--- config.mk ---
export PLATFORM = sky130hd
export DESIGN_NAME = matrix_mem_arbiter_flat
export DESIGN_NICKNAME = d
export VERILOG_FILES = /design/src/rtl/matrix_mem_arbiter_pkg.sv /design/src/rtl/matrix_mem_arbiter_if.sv /design/src/rtl/matrix_mem_arbiter_rr_pick.sv /design/src/rtl/matrix_mem_arbiter.sv /design/src/flat_wrapper.sv
export SDC_FILE = /design/constraint.sdc
export NUM_CORES = 1
export LEC_CHECK = 0
export CAP_MARGIN = 25
export CELL_PAD_IN_SITES_DETAIL_PLACEMENT = 1
export CELL_PAD_IN_SITES_GLOBAL_PLACEMENT = 2
export CORE_AREA = 5 5 160 162
export CTS_CLUSTER_DIAMETER = 120
export CTS_CLUSTER_SIZE = 40
export DETAILED_ROUTE_END_ITERATION = 6
export DIE_AREA = 0 0 165 167
export PLACE_DENSITY = 0.89
export SLEW_MARGIN = 0
export SYNTH_ARGS = -nofsm -noshare
export SYNTH_HDL_FRONTEND = slang
export SYNTH_SLANG_ARGS = --single-unit
--- constraint.sdc ---
create_clock -name clock -period 2.7 [get_ports clock]
set_clock_uncertainty 0.1 [all_clocks]
set_input_delay 0.54 -clock clock [delete_from_list [all_inputs] [get_ports clock]]
set_output_delay 0.54 -clock clock [all_outputs]
set_load 0.005 [all_outputs]
--- src/rtl/matrix_mem_arbiter_pkg.sv ---
// Shared definitions for the matrix-memory port: arbiter state encoding,
// requester ids and the default bus widths used by interpreter and loader.
package matrix_mem_pkg;

    localparam int DEF_ADDR_W = 15;
    localparam int DEF_DATA_W = 32;

    localparam logic PORT_A = 1'b0;
    localparam logic PORT_B = 1'b1;

    typedef enum logic [1:0] {
        ST_IDLE  = 2'd0,
        ST_ISSUE = 2'd1,
        ST_WAIT  = 2'd2,
        ST_DONE  = 2'd3
    } arb_state_e;

endpackage

--- src/rtl/matrix_mem_arbiter_if.sv ---
// Handshake bundle between the two requesters, the arbiter and the memory.
// The master view is the arbiter; the slave view is requesters plus memory.
interface matrix_mem_arbiter_if #(
    parameter int ADDR_W = 15,
    parameter int DATA_W = 32
);
    logic              a_enable;
    logic              a_readWrite;
    logic [ADDR_W-1:0] a_address;
    logic [DATA_W-1:0] a_data_write;
    logic              a_done;
    logic              a_error;
    logic [DATA_W-1:0] a_data_read;

    logic              b_enable;
    logic              b_readWrite;
    logic [ADDR_W-1:0] b_address;
    logic [DATA_W-1:0] b_data_write;
    logic              b_done;
    logic              b_error;
    logic [DATA_W-1:0] b_data_read;

    logic              mem_enable;
    logic              mem_readWrite;
    logic [ADDR_W-1:0] mem_address;
    logic [DATA_W-1:0] mem_data_write;
    logic [DATA_W-1:0] mem_data_read;
    logic              mem_done;

    modport master (
        input  a_enable, a_readWrite, a_address, a_data_write,
        input  b_enable, b_readWrite, b_address, b_data_write,
        input  mem_data_read, mem_done,
        output a_done, a_error, a_data_read,
        output b_done, b_error, b_data_read,
        output mem_enable, mem_readWrite, mem_address, mem_data_write
    );

    modport slave (
        output a_enable, a_readWrite, a_address, a_data_write,
        output b_enable, b_readWrite, b_address, b_data_write,
        output mem_data_read, mem_done,
        input  a_done, a_error, a_data_read,
        input  b_done, b_error, b_data_read,
        input  mem_enable, mem_readWrite, mem_address, mem_data_write
    );
endinterface

--- src/rtl/matrix_mem_arbiter_rr_pick.sv ---
// Two-way round-robin selector: a lone eligible requester wins outright,
// and when both are eligible the one not served last wins.
module rr_pick
    import matrix_mem_pkg::*;
(
    input  logic [1:0] eligible,
    input  logic       last_served,
    output logic       grant_valid,
    output logic       grant_id
);

    // Decode the eligible vector into a winner
    always_comb begin
        grant_valid = 1'b0;
        grant_id    = PORT_A;
        case (eligible)
            2'b01: begin
                grant_valid = 1'b1;
                grant_id    = PORT_A;
            end
            2'b10: begin
                grant_valid = 1'b1;
                grant_id    = PORT_B;
            end
            2'b11: begin
                grant_valid = 1'b1;
                grant_id    = ~last_served;
            end
            default: begin
                grant_valid = 1'b0;
                grant_id    = PORT_A;
            end
        endcase
    end

endmodule

--- src/rtl/matrix_mem_arbiter.sv ---
// Serialises stack-interpreter (A) and host-loader (B) accesses onto the
// single matrix-memory port. A just-served requester is masked for HOLDOFF
// cycles so a late enable drop is not re-granted; a watchdog aborts
// transactions whose mem_done never comes (TIMEOUT = 0 disables it).
module matrix_mem_arbiter
    import matrix_mem_pkg::*;
#(
    parameter int ADDR_W  = DEF_ADDR_W,
    parameter int DATA_W  = DEF_DATA_W,
    parameter int HOLDOFF = 2,
    parameter int TIMEOUT = 1023
) (
    input  logic                 clock,
    input  logic                 reset_n,
    matrix_mem_arbiter_if.master bus,
    output logic                 busy,
    output logic                 grant_b
);

    localparam int WD_W = (TIMEOUT < 2) ? 1 : $clog2(TIMEOUT + 1);

    arb_state_e      state_r;
    arb_state_e      state_s;
    logic            last_r;
    logic            win_r;
    logic            busy_r;
    logic            grant_b_r;
    logic [1:0]      hold_a_r;
    logic [1:0]      hold_b_r;
    logic [WD_W-1:0] wd_r;

    logic [1:0]      elig_s;
    logic            pick_valid_s;
    logic            pick_id_s;
    logic            expire_s;
    logic            issue_s;
    logic            finish_s;
    logic            abort_s;

    assign elig_s = {bus.b_enable && (hold_b_r == 2'd0),
                     bus.a_enable && (hold_a_r == 2'd0)};

    rr_pick u_rr_pick (
        .eligible    (elig_s),
        .last_served (last_r),
        .grant_valid (pick_valid_s),
        .grant_id    (pick_id_s)
    );

    assign busy    = busy_r;
    assign grant_b = grant_b_r;

    // State register
    always_ff @(posedge clock or negedge reset_n) begin
        if (!reset_n) begin
            state_r <= ST_IDLE;
        end else begin
            state_r <= state_s;
        end
    end

    // Next-state logic
    always_comb begin
        state_s = state_r;
        case (state_r)
            ST_IDLE: begin
                if (pick_valid_s) state_s = ST_ISSUE;
                else              state_s = ST_IDLE;
            end
            ST_ISSUE: state_s = ST_WAIT;
            ST_WAIT: begin
                if (finish_s) state_s = ST_DONE;
                else          state_s = ST_WAIT;
            end
            ST_DONE: state_s = ST_IDLE;
            default: state_s = ST_IDLE;
        endcase
    end

    // Per-state control strobes; mem_done in the expiry cycle wins over abort
    always_comb begin
        issue_s  = 1'b0;
        finish_s = 1'b0;
        abort_s  = 1'b0;
        expire_s = (TIMEOUT != 0) && (wd_r == WD_W'(TIMEOUT - 1));
        case (state_r)
            ST_IDLE: issue_s = pick_valid_s;
            ST_WAIT: begin
                finish_s = bus.mem_done || expire_s;
                abort_s  = !bus.mem_done && expire_s;
            end
            default: begin
                issue_s  = 1'b0;
                finish_s = 1'b0;
            end
        endcase
    end

    // Registered outputs: memory request on grant, completion on finish
    always_ff @(posedge clock or negedge reset_n) begin
        if (!reset_n) begin
            last_r             <= PORT_B;
            win_r              <= PORT_A;
            busy_r             <= 1'b0;
            grant_b_r          <= 1'b0;
            bus.mem_enable     <= 1'b0;
            bus.mem_readWrite  <= 1'b0;
            bus.mem_address    <= {ADDR_W{1'b0}};
            bus.mem_data_write <= {DATA_W{1'b0}};
            bus.a_done         <= 1'b0;
            bus.a_error        <= 1'b0;
            bus.a_data_read    <= {DATA_W{1'b0}};
            bus.b_done         <= 1'b0;
            bus.b_error        <= 1'b0;
            bus.b_data_read    <= {DATA_W{1'b0}};
        end else begin
            busy_r      <= (state_s != ST_IDLE);
            bus.a_done  <= 1'b0;
            bus.a_error <= 1'b0;
            bus.b_done  <= 1'b0;
            bus.b_error <= 1'b0;
            if (issue_s) begin
                win_r          <= pick_id_s;
                last_r         <= pick_id_s;
                grant_b_r      <= pick_id_s;
                bus.mem_enable <= 1'b1;
                if (pick_id_s == PORT_B) begin
                    bus.mem_readWrite  <= bus.b_readWrite;
                    bus.mem_address    <= bus.b_address;
                    bus.mem_data_write <= bus.b_data_write;
                end else begin
                    bus.mem_readWrite  <= bus.a_readWrite;
                    bus.mem_address    <= bus.a_address;
                    bus.mem_data_write <= bus.a_data_write;
                end
            end else if (finish_s) begin
                bus.mem_enable <= 1'b0;
                if (win_r == PORT_B) begin
                    bus.b_done  <= 1'b1;
                    bus.b_error <= abort_s;
                    if (!abort_s && bus.mem_readWrite) bus.b_data_read <= bus.mem_data_read;
                end else begin
                    bus.a_done  <= 1'b1;
                    bus.a_error <= abort_s;
                    if (!abort_s && bus.mem_readWrite) bus.a_data_read <= bus.mem_data_read;
                end
            end
        end
    end

    // Hold-off counters: reload the winner on entering DONE, else count down
    always_ff @(posedge clock or negedge reset_n) begin
        if (!reset_n) begin
            hold_a_r <= 2'd0;
            hold_b_r <= 2'd0;
        end else begin
            if (finish_s && (win_r == PORT_A)) hold_a_r <= 2'(HOLDOFF);
            else if (hold_a_r != 2'd0)         hold_a_r <= hold_a_r - 2'd1;
            if (finish_s && (win_r == PORT_B)) hold_b_r <= 2'(HOLDOFF);
            else if (hold_b_r != 2'd0)         hold_b_r <= hold_b_r - 2'd1;
        end
    end

    // Watchdog: cleared while issuing, counts WAIT cycles
    always_ff @(posedge clock or negedge reset_n) begin
        if (!reset_n) begin
            wd_r <= {WD_W{1'b0}};
        end else if (state_r == ST_ISSUE) begin
            wd_r <= {WD_W{1'b0}};
        end else if (state_r == ST_WAIT) begin
            wd_r <= wd_r + {{(WD_W-1){1'b0}}, 1'b1};
        end
    end

endmodule
--- src/flat_wrapper.sv ---
// flat-port wrapper written by rule: the top's interface ports become plain ports
module matrix_mem_arbiter_flat import matrix_mem_pkg::*;
#(
    parameter int ADDR_W  = DEF_ADDR_W,
    parameter int DATA_W  = DEF_DATA_W,
    parameter int HOLDOFF = 2,
    parameter int TIMEOUT = 1023
)
  (clock, reset_n, busy, grant_b, bus_a_enable, bus_a_readWrite, bus_a_address, bus_a_data_write, bus_b_enable, bus_b_readWrite, bus_b_address, bus_b_data_write, bus_mem_data_read, bus_mem_done, bus_a_done, bus_a_error, bus_a_data_read, bus_b_done, bus_b_error, bus_b_data_read, bus_mem_enable, bus_mem_readWrite, bus_mem_address, bus_mem_data_write);
  matrix_mem_arbiter_if #(.ADDR_W(ADDR_W), .DATA_W(DATA_W)) bus_i ();
  input  logic clock;
  input  logic reset_n;
  output logic busy;
  output logic grant_b;
  input wire logic [$bits(bus_i.a_enable)-1:0] bus_a_enable;
  input wire logic [$bits(bus_i.a_readWrite)-1:0] bus_a_readWrite;
  input wire logic [$bits(bus_i.a_address)-1:0] bus_a_address;
  input wire logic [$bits(bus_i.a_data_write)-1:0] bus_a_data_write;
  input wire logic [$bits(bus_i.b_enable)-1:0] bus_b_enable;
  input wire logic [$bits(bus_i.b_readWrite)-1:0] bus_b_readWrite;
  input wire logic [$bits(bus_i.b_address)-1:0] bus_b_address;
  input wire logic [$bits(bus_i.b_data_write)-1:0] bus_b_data_write;
  input wire logic [$bits(bus_i.mem_data_read)-1:0] bus_mem_data_read;
  input wire logic [$bits(bus_i.mem_done)-1:0] bus_mem_done;
  output wire logic [$bits(bus_i.a_done)-1:0] bus_a_done;
  output wire logic [$bits(bus_i.a_error)-1:0] bus_a_error;
  output wire logic [$bits(bus_i.a_data_read)-1:0] bus_a_data_read;
  output wire logic [$bits(bus_i.b_done)-1:0] bus_b_done;
  output wire logic [$bits(bus_i.b_error)-1:0] bus_b_error;
  output wire logic [$bits(bus_i.b_data_read)-1:0] bus_b_data_read;
  output wire logic [$bits(bus_i.mem_enable)-1:0] bus_mem_enable;
  output wire logic [$bits(bus_i.mem_readWrite)-1:0] bus_mem_readWrite;
  output wire logic [$bits(bus_i.mem_address)-1:0] bus_mem_address;
  output wire logic [$bits(bus_i.mem_data_write)-1:0] bus_mem_data_write;
  assign bus_i.a_enable = bus_a_enable;
  assign bus_i.a_readWrite = bus_a_readWrite;
  assign bus_i.a_address = bus_a_address;
  assign bus_i.a_data_write = bus_a_data_write;
  assign bus_i.b_enable = bus_b_enable;
  assign bus_i.b_readWrite = bus_b_readWrite;
  assign bus_i.b_address = bus_b_address;
  assign bus_i.b_data_write = bus_b_data_write;
  assign bus_i.mem_data_read = bus_mem_data_read;
  assign bus_i.mem_done = bus_mem_done;
  assign bus_a_done = bus_i.a_done;
  assign bus_a_error = bus_i.a_error;
  assign bus_a_data_read = bus_i.a_data_read;
  assign bus_b_done = bus_i.b_done;
  assign bus_b_error = bus_i.b_error;
  assign bus_b_data_read = bus_i.b_data_read;
  assign bus_mem_enable = bus_i.mem_enable;
  assign bus_mem_readWrite = bus_i.mem_readWrite;
  assign bus_mem_address = bus_i.mem_address;
  assign bus_mem_data_write = bus_i.mem_data_write;
  matrix_mem_arbiter #(.ADDR_W(ADDR_W), .DATA_W(DATA_W), .HOLDOFF(HOLDOFF), .TIMEOUT(TIMEOUT)) u_core (.clock(clock), .reset_n(reset_n), .bus(bus_i), .busy(busy), .grant_b(grant_b));
endmodule
After elaboration in Yosys (flattened, before gate mapping) --
Index checks and enable logic that the tools add are counted.
Operators by class: $add $sub $neg 3, equal/unequal tests 7, multiplexer cells 31, bitwise logic cells 3, reductions and logical operators 22
Operator list (count):
- two-way mux 32 bit | 1
- two-way mux 1 bit | 21
- two-way mux 10 bit | 2
- two-way mux 15 bit | 1
- nonzero test 2 bit | 7
- adder 10 x 1 -> 10 bit (second input constant) | 1
- equality test 10 bit (second input constant) | 1
- equality test 2 bit (second input constant) | 4
- two-way mux 2 bit | 4
- one-hot mux 2 bit (4 select lines) | 1
- AND reduction 4 bit | 2
- logical AND 1 bit | 6
- zero test 2 bit | 3
- equality test 2 x 1 -> 1 bit (second input constant) | 2
- subtractor 2 x 1 -> 2 bit (second input constant) | 2
- inverter 1 bit | 3
- OR reduction 3 bit | 1
- zero test 1 bit | 2
- one-hot mux 1 bit (2 select lines) | 1
- logical OR 1 bit | 1
Storage, ports and cells: flip-flop bits (word level) 136, input port bits 133, output and inout bits 119, logic and storage cells 83

Depth between registers and ports, before layout --
Gate-level depths: netlist of the first run.
depth after elaboration 8, mapped depth 9, mapped depth without buffers 5

Hierarchy --
Synthesis of the first run repeated with hierarchy kept, for this count alone.
Unflattened totals: cell total of the unflattened synthesis 465, area total of the unflattened synthesis 5866.9 µm²
Modules (own cells, without submodules):
- matrix_mem_arbiter | instances 1, cells an instance 463, area each 5853.1 µm², seq. area each 3404.5 µm²
- rr_pick | instances 1, cells an instance 2, area each 13.8 µm², seq. area each 0.0 µm²

Worst setup path before layout of the first run --
Ideal clock, no wire load.
kind reg-to-reg, start point register u_core.hold_b_r[0], end point register u_core.bus.a_data_read[12], library setup time 125 ps, arrival 1898 ps, data required time 2475 ps, path slack 577 ps, cell stages (with the launch flop) 9, path buffers 3, period minus slack after synthesis 2123 ps, cell sequence dfrtp_1 inv_1 ha_1 buf_2 a22o_1 buf_6 a211oi_4 buf_6 mux2_2
On the way: word-level cells in the longest chain between the ends 8, elaborated cells on any way between the ends 10, those cells by class 3 x eq/ne; 2 x mux; 1 x bitwise; 4 x reduce/logical
Ends and longest elaborated chain:
- start, declared | line matrix_mem_arbiter.sv:29 | logic [1:0] hold_b_r;
- start signal, assigned | line matrix_mem_arbiter.sv:159 | if (finish_s && (win_r == PORT_B)) hold_b_r <= 2'(HOLDOFF);
- start signal, assigned | line matrix_mem_arbiter.sv:160 | else if (hold_b_r != 2'd0) hold_b_r <= hold_b_r - 2'd1;
- zero test 2 bit * | line matrix_mem_arbiter.sv:40 | assign elig_s = {bus.b_enable && (hold_b_r == 2'd0),
- logical AND 1 bit * | line matrix_mem_arbiter.sv:40
- equality test 2 bit / equality test 2 x 1 -> 1 bit (equally long branches) | line matrix_mem_arbiter_rr_pick.sv:16 | case (eligible)
- OR reduction 3 bit (no line) *
- two-way mux 1 bit * | line matrix_mem_arbiter_rr_pick.sv:16
- two-way mux 1 bit * | line matrix_mem_arbiter.sv:86 | case (state_r)
- inverter 1 bit (no line) *
- AND reduction 4 bit (no line) *
- end signal, assigned | line matrix_mem_arbiter.sv:112 | bus.a_data_read <= {DATA_W{1'b0}};
- end signal, assigned | line matrix_mem_arbiter.sv:145 | if (!abort_s && bus.mem_readWrite) bus.a_data_read <= bus.mem_data_read;
- end, declared | line matrix_mem_arbiter_if.sv:34 | output a_done, a_error, a_data_read,
Every way passes the cells marked *; elsewhere a longest branch is shown, timed or not. A chain may end at the register's enable or synchronous reset.

==> flow_summary.ini, run 1 <==
[run_status]
status = finished clean

[detailed_routing]
routed_via_density = 4.845
ant_nets = 0
routedWlPerCell_um = 19.69
via_count = 5431
dr.first_iter.drc_count = 215
drt_wl_total_um = 22070
drc = 0
first_pass_iters = 4

[critical_path]
r2r-end = u_core.bus.mem_data_write[25]
crit_fanout = 8
r2r-start = u_core.hold_a_r[0]
crit_slowest_cell = dfrtp_1
cp_cell_sequence = clkdlybuf4s50_1
rrSetupSlack_ns = 0.55
cp.depth = 1
crit_type = register to primary output
critical_path.top_delay_family = flip-flops
crit_path_end = grant_b
critPathArrivalTime_ns = 1.58
critPathMaxStageDelay_ns = 0.59
crit_path_start = u_core.win_r
cp-start-kind = register
worstRegToRegCells = 7
crit_buf_inv = 1
cp-end-kind = primary output
critPathRequiredTime_ns = 2.06

[synthesis]
ys_seq_area_frac = 0.5578
synth_edf_count = 0
synthTopCellsByArea = dfrtp_1 55%, mux2_2 9.2%, a31oi_1 5.3%
yosys_warnings = 0
synth-seq-cells = 136
syn_area_um2 = 6103
synth_cell_types = 34
yosys.area.top_type_share = 0.5535
yosysTopAreaCell = dfrtp_1
synth.most_common_cell = dfrtp_1
synthFlopType = dfrtp_1
synth_area_per_cell_um2 = 11.28
synth_common_cells = 135 x dfrtp_1, 54 x o21ai_0, 52 x a31oi_1
netlist_instances = 541
postSynth.asyncResetShare = 1.000
synth_nets = 682

[clock_tree]
h-tree-depth = 4
cts.sinks = 136
clock-root-buffer = clkbuf_16
cts_tree = yes
clk_pin_slew_ns = 0.06
clock_path_buffers = 2
clock_latency_ns = 0.41
cts_buffers = 17

[timing]
fin_tns_setup_ns = 0
rsz0062_at_grt = false
min_period_over_period = 0.8219
period_needed_ns = 2.219
whs_ns = 0.3882
fin_ws_ns = 0.4810
hold_viol = 0
setup_viol = 0
slew_headroom = 0.5660
fmax_mhz = 450.7
worst_slew_pin_slew_ns = 0.6495
drv_slew = 0

[placement]
pre_cts_slack_ns = 0.2337
portBuffers = 251
routabilityCongestion = 0.7866
placed_cells = 1087
dp_hpwl_um = 16060
placed_cell_area_um2 = 9012

[layout]
fin_area_um2 = 9663
register_area_um2 = 3405
fillCellCount = 2629
num-nets-final = 924
drive_above_1_share = 0.1445
syn2layout_area_growth_pct = 58.32
multi_input_area_um2 = 2425
layout.cells.non_filler = 1121

[global_route]
grt_max_degree = 54
first_global_vias = 5768
overflow = 0
track_usage = 0.1578
grt_pass1_wl_um = 33930
antenna_found_initial = 2

[min_path]
holdPathStages = 1
min_path_type = register to register

[flow_run]
drv_cap = 0

[die]
dieWidth_um = 165
io-pin-count = 252
fp-row-count = 57
start_util = 0.2547
die_y_um = 167
die_area_um2 = 27560
coreArea_um2 = 23960

[power]
peakVddDrop_v = 0.0004183
p_leak_nw = 3.820
p_per_area_nw_per_um2 = 1130
## power breakdown
| group | internal, W | switching, W |
|---|---|---|
| logic | 0.00268 | 0.00214 |
| clock network | 0.00158 | 0.000924 |
| registers | 0.00301 | 0.000582 |
## layer usage
metal	vias to the layer above	wire [um]	GRT usage
li1	2521	-	-
met1	2671	9155	0.1985
met2	211	10510	0.2544
met3	26	1926	0.05363
met4	2	460	0.05063
met5	-	13	0
## worst min path at each step
stage	from	to	slack [ns]
CTS	u_core.bus.b_data_read[10]	u_core.bus.b_data_read[10]	0.39
global placement	u_core.bus.b_data_read[5]	u_core.bus.b_data_read[5]	0.37
finish	u_core.bus.b_data_read[10]	u_core.bus.b_data_read[10]	0.39
floorplan	reset_n	u_core.bus.a_data_read[0]	0.14
global route	u_core.bus.a_data_read[10]	u_core.bus.a_data_read[10]	0.41
detailed placement	u_core.bus.b_data_read[10]	u_core.bus.b_data_read[10]	0.37
## layout make-up
class / instances / share of cell area
Inverter: 11 / 0.004273
Timing Repair Buffer: 274 / 0.2842
Antenna cell: 1 / 0.0002590
Clock buffer: 19 / 0.04584
Multi-Input combinational cell: 343 / 0.2509
Tap cell: 324 / 0.04195
Sequential cell: 136 / 0.3523
Clock inverter: 13 / 0.02020
## repair_timing
action | in CTS | in global routing
endpoints found under the setup margin | 0 | 0
resized for setup | 0 | 0
buffers inserted | 0 | 0
hold buffers | 1 | 0
hold endpoints to repair | 46 | 0
## cells by family (layout without fill, tap and decap cells)
logic type,Yosys count,after routing,synth area share
adder cells (fa/ha/maj),8,8,0.01640
AO/OA/AOI/OAI,174,174,0.1658
AND/OR/NAND/NOR,92,92,0.08692
multiplexers,67,67,0.1230
flip-flops,136,136,0.5578
XOR/XNOR,2,2,0.002871
buffers and inverters,62,317,0.04715
other,0,1,0
## metrics by stage
stage,power (W),util
after floorplan,0.005632,-
after global placement,0.008386,0.3761
after detailed placement,0.008538,0.3761
after CTS,0.01110,0.4031
after global routing,0.01167,0.4032
final,0.01092,0.4032
## placed cells by master (no fill, tap or decap), drive strengths merged, types with 3 or more instances in the layout
master / count
a21oi: 51
a22o: 3
a31oi: 52
and2: 4
and3: 3
buf: 24
bufinv: 4
clkbuf: 19
clkdlybuf4s50: 249
clkinv: 5
dfrtp: 135
ha: 8
inv: 13
mux2: 64
mux2i: 3
nand2: 12
nand2b: 4
nand3: 9
nand4: 50
nor2: 3
o21ai: 54
o31ai: 4
## registers in the layout, indices dropped and copies added (netlist names), 2 cells and up
name	cells
u_core.bus.a_data_read	32
u_core.bus.b_data_read	32
u_core.bus.mem_address	15
u_core.bus.mem_data_write	32
u_core.hold_a_r	2
u_core.hold_b_r	2
u_core.state_r	2
u_core.wd_r	10
## worst reg2reg max path, stage by stage (launching register included)
cell and delay, ns:
dfrtp_1 0.39, inv_1 0.06, ha_1 0.29, a22o_2 0.27, buf_4 0.29, and2_2 0.22
buf_12 0.25, a31oi_1 0.16
Power figures use the tool's default switching activity.
==> run 2, diff against run 1 <==
==> constraint.sdc (replaced) <==
create_clock -name clock -period 2.2 [get_ports clock]
set_clock_uncertainty 0.1 [all_clocks]
set_input_delay 0.44 -clock clock [delete_from_list [all_inputs] [get_ports clock]]
set_output_delay 0.44 -clock clock [all_outputs]
set_load 0.005 [all_outputs]
==> flow_summary.ini, run 2 (same netlist as run 1, synthesis figures left out) <==
[run_status]
status = finished clean

[global_route]
grt_pass1_wl_um = 34420
overflow = 0
antenna_found_initial = 3
first_global_vias = 5833
track_usage = 0.1602
grt_max_degree = 52

[critical_path]
critPathRequiredTime_ns = 2.40
cp_cell_sequence = inv_1 -> ha_2 -> a22o_2 -> a211oi_4 -> buf_12 -> mux2_2
crit_fanout = 32
critPathMaxStageDelay_ns = 0.38
critPathArrivalTime_ns = 2.25
critical_path.top_delay_family = compound AO/OA/AOI/OAI gates
crit_buf_inv = 2
crit_type = register to register
crit_slowest_cell = mux2_2
cp-start-kind = register
cp-end-kind = register

[detailed_routing]
dr.first_iter.drc_count = 252
first_pass_iters = 4
routed_via_density = 4.841
ant_nets = 0
highest_layer = met5
via_count = 5470
wl_met1_um = 9173
wl_met2_um = 10820
drt_wl_total_um = 22370
dr_wl_met3_um = 2028
routedWlPerCell_um = 19.79
drc = 0

[placement]
dp_hpwl_um = 16320
portBuffers = 251
routabilityCongestion = 0.7466

[die]
fp-row-count = 57
die_area_um2 = 27560
die_y_um = 167
coreArea_um2 = 23960
dieWidth_um = 165
io-pin-count = 252
start_util = 0.2547

[clock_tree]
cts.sinks = 136
clk_pin_slew_ns = 0.06
clock_path_buffers = 2
clock-root-buffer = clkbuf_16
cts_resized = 0
h-tree-depth = 4
cts_tree = yes
clock_latency_ns = 0.42
cts_buffers = 17

[power]
p_per_area_nw_per_um2 = 1373
p_total_w = 0.01334
switchingPower_w = 0.004563
p_comb_frac = 0.454
clock_power_share = 0.215
p_leak_nw = 3.852
peakVddDrop_v = 0.0004601
switching_share = 0.3421
p_int_w = 0.008775
seq_power_share = 0.332

[timing]
fmax_mhz = 486.7
drv_slew = 0
slew_headroom = 0.5916
min_period_over_period = 0.9339
setup_viol = 0
period_needed_ns = 2.055
hold_viol = 0
fin_tns_setup_ns = 0
rsz0062_at_grt = false
worst_slew_pin_slew_ns = 0.6126

[min_path]
min_path_type = register to register

[layout]
fillCellCount = 2657
multi_input_area_um2 = 2425
register_area_um2 = 3405
layout_commonest_cell = clkdlybuf4s50_1
syn2layout_area_growth_pct = 59.14
drive_above_1_share = 0.1542
reg_top3 = u_core.bus.a_data_read: 32 flops, u_core.bus.b_data_read: 32 flops, u_core.bus.mem_data_write: 32 flops
num-nets-final = 932
final_cell_mix = 249 x clkdlybuf4s50_1, 135 x dfrtp_1, 54 x o21ai_0
final_util = 0.4053

[flow_run]
drv_cap = 0
[run 2: area by class of cell]
type / instances / share of cell area
sequential: 136 / 0.3505
timing repair buffer: 282 / 0.2928
multi-input combinational: 343 / 0.2496
clock buffer: 18 / 0.04521
tap: 324 / 0.04174
clock inverter: 14 / 0.01533
inverter: 11 / 0.004251
antenna: 2 / 0.0005153
[run 2: final timing paths]
kind | start | to | slack, ns | cells after the start
max | u_core.hold_b_r[0] | u_core.bus.a_data_read[28] | 0.15 | 6
max reg2reg | u_core.hold_b_r[0] | u_core.bus.a_data_read[28] | 0.15 | 6
min | u_core.bus.b_data_read[11] | u_core.bus.b_data_read[11] | 0.38 | 1
min reg2reg | u_core.bus.b_data_read[11] | u_core.bus.b_data_read[11] | 0.38 | 1
min in group asynchronous | reset_n | u_core.bus.a_data_read[6] | 0.41 | 2
max in group asynchronous | reset_n | u_core.last_r | 0.95 | 3
[run 2: per-stage QoR]
| step | worst slack, ns | instance area, um^2 | std cells | hold slack, ns |
|---|---|---|---|---|
| floorplan | 0.07727 | 6103 | 541 | 0.04441 |
| global placement | -0.09671 | 9110 | 1095 | 0.2670 |
| detailed placement | -0.1428 | 9110 | 1095 | 0.2685 |
| CTS | 0.1218 | 9708 | 1128 | 0.3878 |
| global route | 0.07606 | 9711 | 1129 | 0.3957 |
| finish | 0.1454 | 9713 | 1130 | 0.3825 |
[run 2: worst register-to-register path: stages, from the launching register on]
cell	delay, ns
dfrtp_1	0.36
inv_1	0.05
ha_2	0.20
a22o_2	0.30
a211oi_4	0.28
buf_12	0.25
mux2_2	0.40
[run 2: per-layer routing]
metal,vias to the layer above,track usage
met3,21,0.05240
met5,-,0
met4,2,0.04521
li1,2532,-
met2,216,0.2710
met1,2699,0.1942
[run 2: power groups by stage]
stage / logic [W] / registers (W) / clock network (W)
after floorplan: 0.00250 / 0.00442 / 0
after global placement: 0.00600 / 0.00440 / 0
after detailed placement: 0.00616 / 0.00448 / 0
after CTS: 0.00618 / 0.00444 / 0.00296
after global routing: 0.00659 / 0.00458 / 0.00307
final: 0.00605 / 0.00442 / 0.00287
[run 2: what timing repair did]
action,4_1_cts,5_1_grt
setup buffers,0,0
endpoints found under the hold margin,33,0
hold buffers,1,0
==> run 3, diff against run 2 <==
--- a/config.mk
+++ b/config.mk
@@ -8,12 +8,13 @@
 export CAP_MARGIN = 25
 export CELL_PAD_IN_SITES_DETAIL_PLACEMENT = 1
 export CELL_PAD_IN_SITES_GLOBAL_PLACEMENT = 2
-export CORE_AREA = 5 5 160 162
+export CORE_AREA = 2 2 157 159
 export CTS_CLUSTER_DIAMETER = 120
 export CTS_CLUSTER_SIZE = 40
 export DETAILED_ROUTE_END_ITERATION = 6
-export DIE_AREA = 0 0 165 167
+export DIE_AREA = 0 0 159 161
 export PLACE_DENSITY = 0.89
+export SETUP_SLACK_MARGIN = 0.02
 export SLEW_MARGIN = 0
 export SYNTH_ARGS = -nofsm -noshare
 export SYNTH_HDL_FRONTEND = slang
==> flow_summary.ini, run 3 (same netlist as run 1, synthesis figures left out) <==
[run_status]
status = finished clean

[die]
die_y_um = 161
fp-row-count = 57
start_util = 0.2547
die_area_um2 = 25600
io-pin-count = 252
dieWidth_um = 159
coreArea_um2 = 23960

[layout]
layout_commonest_cell = clkdlybuf4s50_1
num-nets-final = 930
final_util = 0.4059
reg_top3 = u_core.bus.a_data_read: 32 flops, u_core.bus.b_data_read: 32 flops, u_core.bus.mem_data_write: 32 flops
drive_above_1_share = 0.1523
antenna_cells = 0
final_cell_mix = 249 x clkdlybuf4s50_1, 135 x dfrtp_1, 54 x o21ai_0
syn2layout_area_growth_pct = 59.37

[critical_path]
critPathArrivalTime_ns = 2.27
cp-start-kind = register
cp-end-kind = register
crit_fanout = 16
critPathRequiredTime_ns = 2.38
crit_type = register to register

[flow_run]
drv_cap = 0

[detailed_routing]
first_pass_iters = 4
via_count = 5447
routed_via_density = 4.842
drt_wl_total_um = 21890
drc = 0
dr.first_iter.drc_count = 158
routedWlPerCell_um = 19.46
ant_nets = 0

[global_route]
grt_max_degree = 54
antenna_found_initial = 2
overflow = 0
first_global_vias = 5830
grt_pass1_wl_um = 33600
track_usage = 0.1690

[timing]
worst_slew_pin_slew_ns = 0.6086
setup_viol = 0
period_needed_ns = 2.087
drv_slew = 0
whs_ns = 0.3864
slew_headroom = 0.5943
hold_viol = 0
fmax_mhz = 479.2
rsz0062_at_grt = true
min_period_over_period = 0.9486

[clock_tree]
cts_tree = yes
h-tree-depth = 4
clk_pin_slew_ns = 0.06
clock_path_buffers = 2
cts.sinks = 136
clock-root-buffer = clkbuf_16
clock_latency_ns = 0.41
cts_buffers = 17

[power]
p_per_area_nw_per_um2 = 1372
p_leak_nw = 3.857
peakVddDrop_v = 0.0004280

[placement]
routabilityCongestion = 0.8099
dp_hpwl_um = 15470
portBuffers = 251

[min_path]
min_path_type = register to register
[run 3: path summary, 6_finish.rpt]
kind                       cells past startpoint                  start                             to  slack [ns]
max                                            7     u_core.hold_a_r[0]     u_core.bus.a_data_read[14]        0.11
min                                            1  u_core.bus.mem_enable          u_core.bus.mem_enable        0.39
max reg2reg                                    7     u_core.hold_a_r[0]     u_core.bus.a_data_read[14]        0.11
min reg2reg                                    1  u_core.bus.mem_enable          u_core.bus.mem_enable        0.39
max in group asynchronous                      3                reset_n  u_core.bus.mem_data_write[26]        0.92
min in group asynchronous                      2                reset_n      u_core.bus.b_data_read[0]        0.47
[run 3: cell type report]
| cell class | count | area, um^2 |
|---|---|---|
| fillers | 2630 | 14240 |
| flip-flops and latches | 136 | 3405 |
| repair buffers | 280 | 2850 |
| multi-input cells | 343 | 2427 |
| clock buffers | 17 | 425.4 |
| well taps | 324 | 405.4 |
| clock inverters | 14 | 172.7 |
| inverters | 11 | 41.29 |
[run 3: metrics by stage]
step           setup WS [ns]  total power (W)  cells  instance area, um^2  setup TNS (ns)
2_1_floorplan        0.07727         0.006912    541                 6103               0
3_3_place_gp         -0.1656          0.01029   1091                 9082          -16.94
3_5_place_dp         -0.2258          0.01053   1091                 9082          -20.17
4_1_cts               0.1114          0.01355   1123                 9691               0
5_1_grt              0.01875          0.01427   1125                 9727               0
6_report              0.1130          0.01334   1125                 9727               0
[run 3: critical path, stage by stage (launching register included)]
cell and delay [ns]:
dfrtp_1 0.37, inv_1 0.05, ha_1 0.21, a22o_2 0.29, a211oi_4 0.24, buf_4 0.18
buf_12 0.17, mux2_1 0.35
[run 3: power by group]
group          switching [W]  total, W  leakage (nW)  internal [W]
sequential          0.000678   0.00438          1.62       0.00370
combinational        0.00268   0.00604          1.95       0.00336
clock                0.00114   0.00293         0.290       0.00179
[run 3: routing by layer]
layer	wire (um)	GRT usage
met2	10720	0.2852
met3	1558	0.05573
met5	25	0
met1	9198	0.2065
met4	392	0.05041
[run 3: repair_timing]
| action | in CTS | in global routing |
|---|---|---|
| endpoints found under the setup margin | 0 | 11 |
| resized for setup | 0 | 1 |
| hold endpoints to repair | 49 | 0 |
| setup buffers | 0 | 1 |
| hold buffers | 1 | 0 |
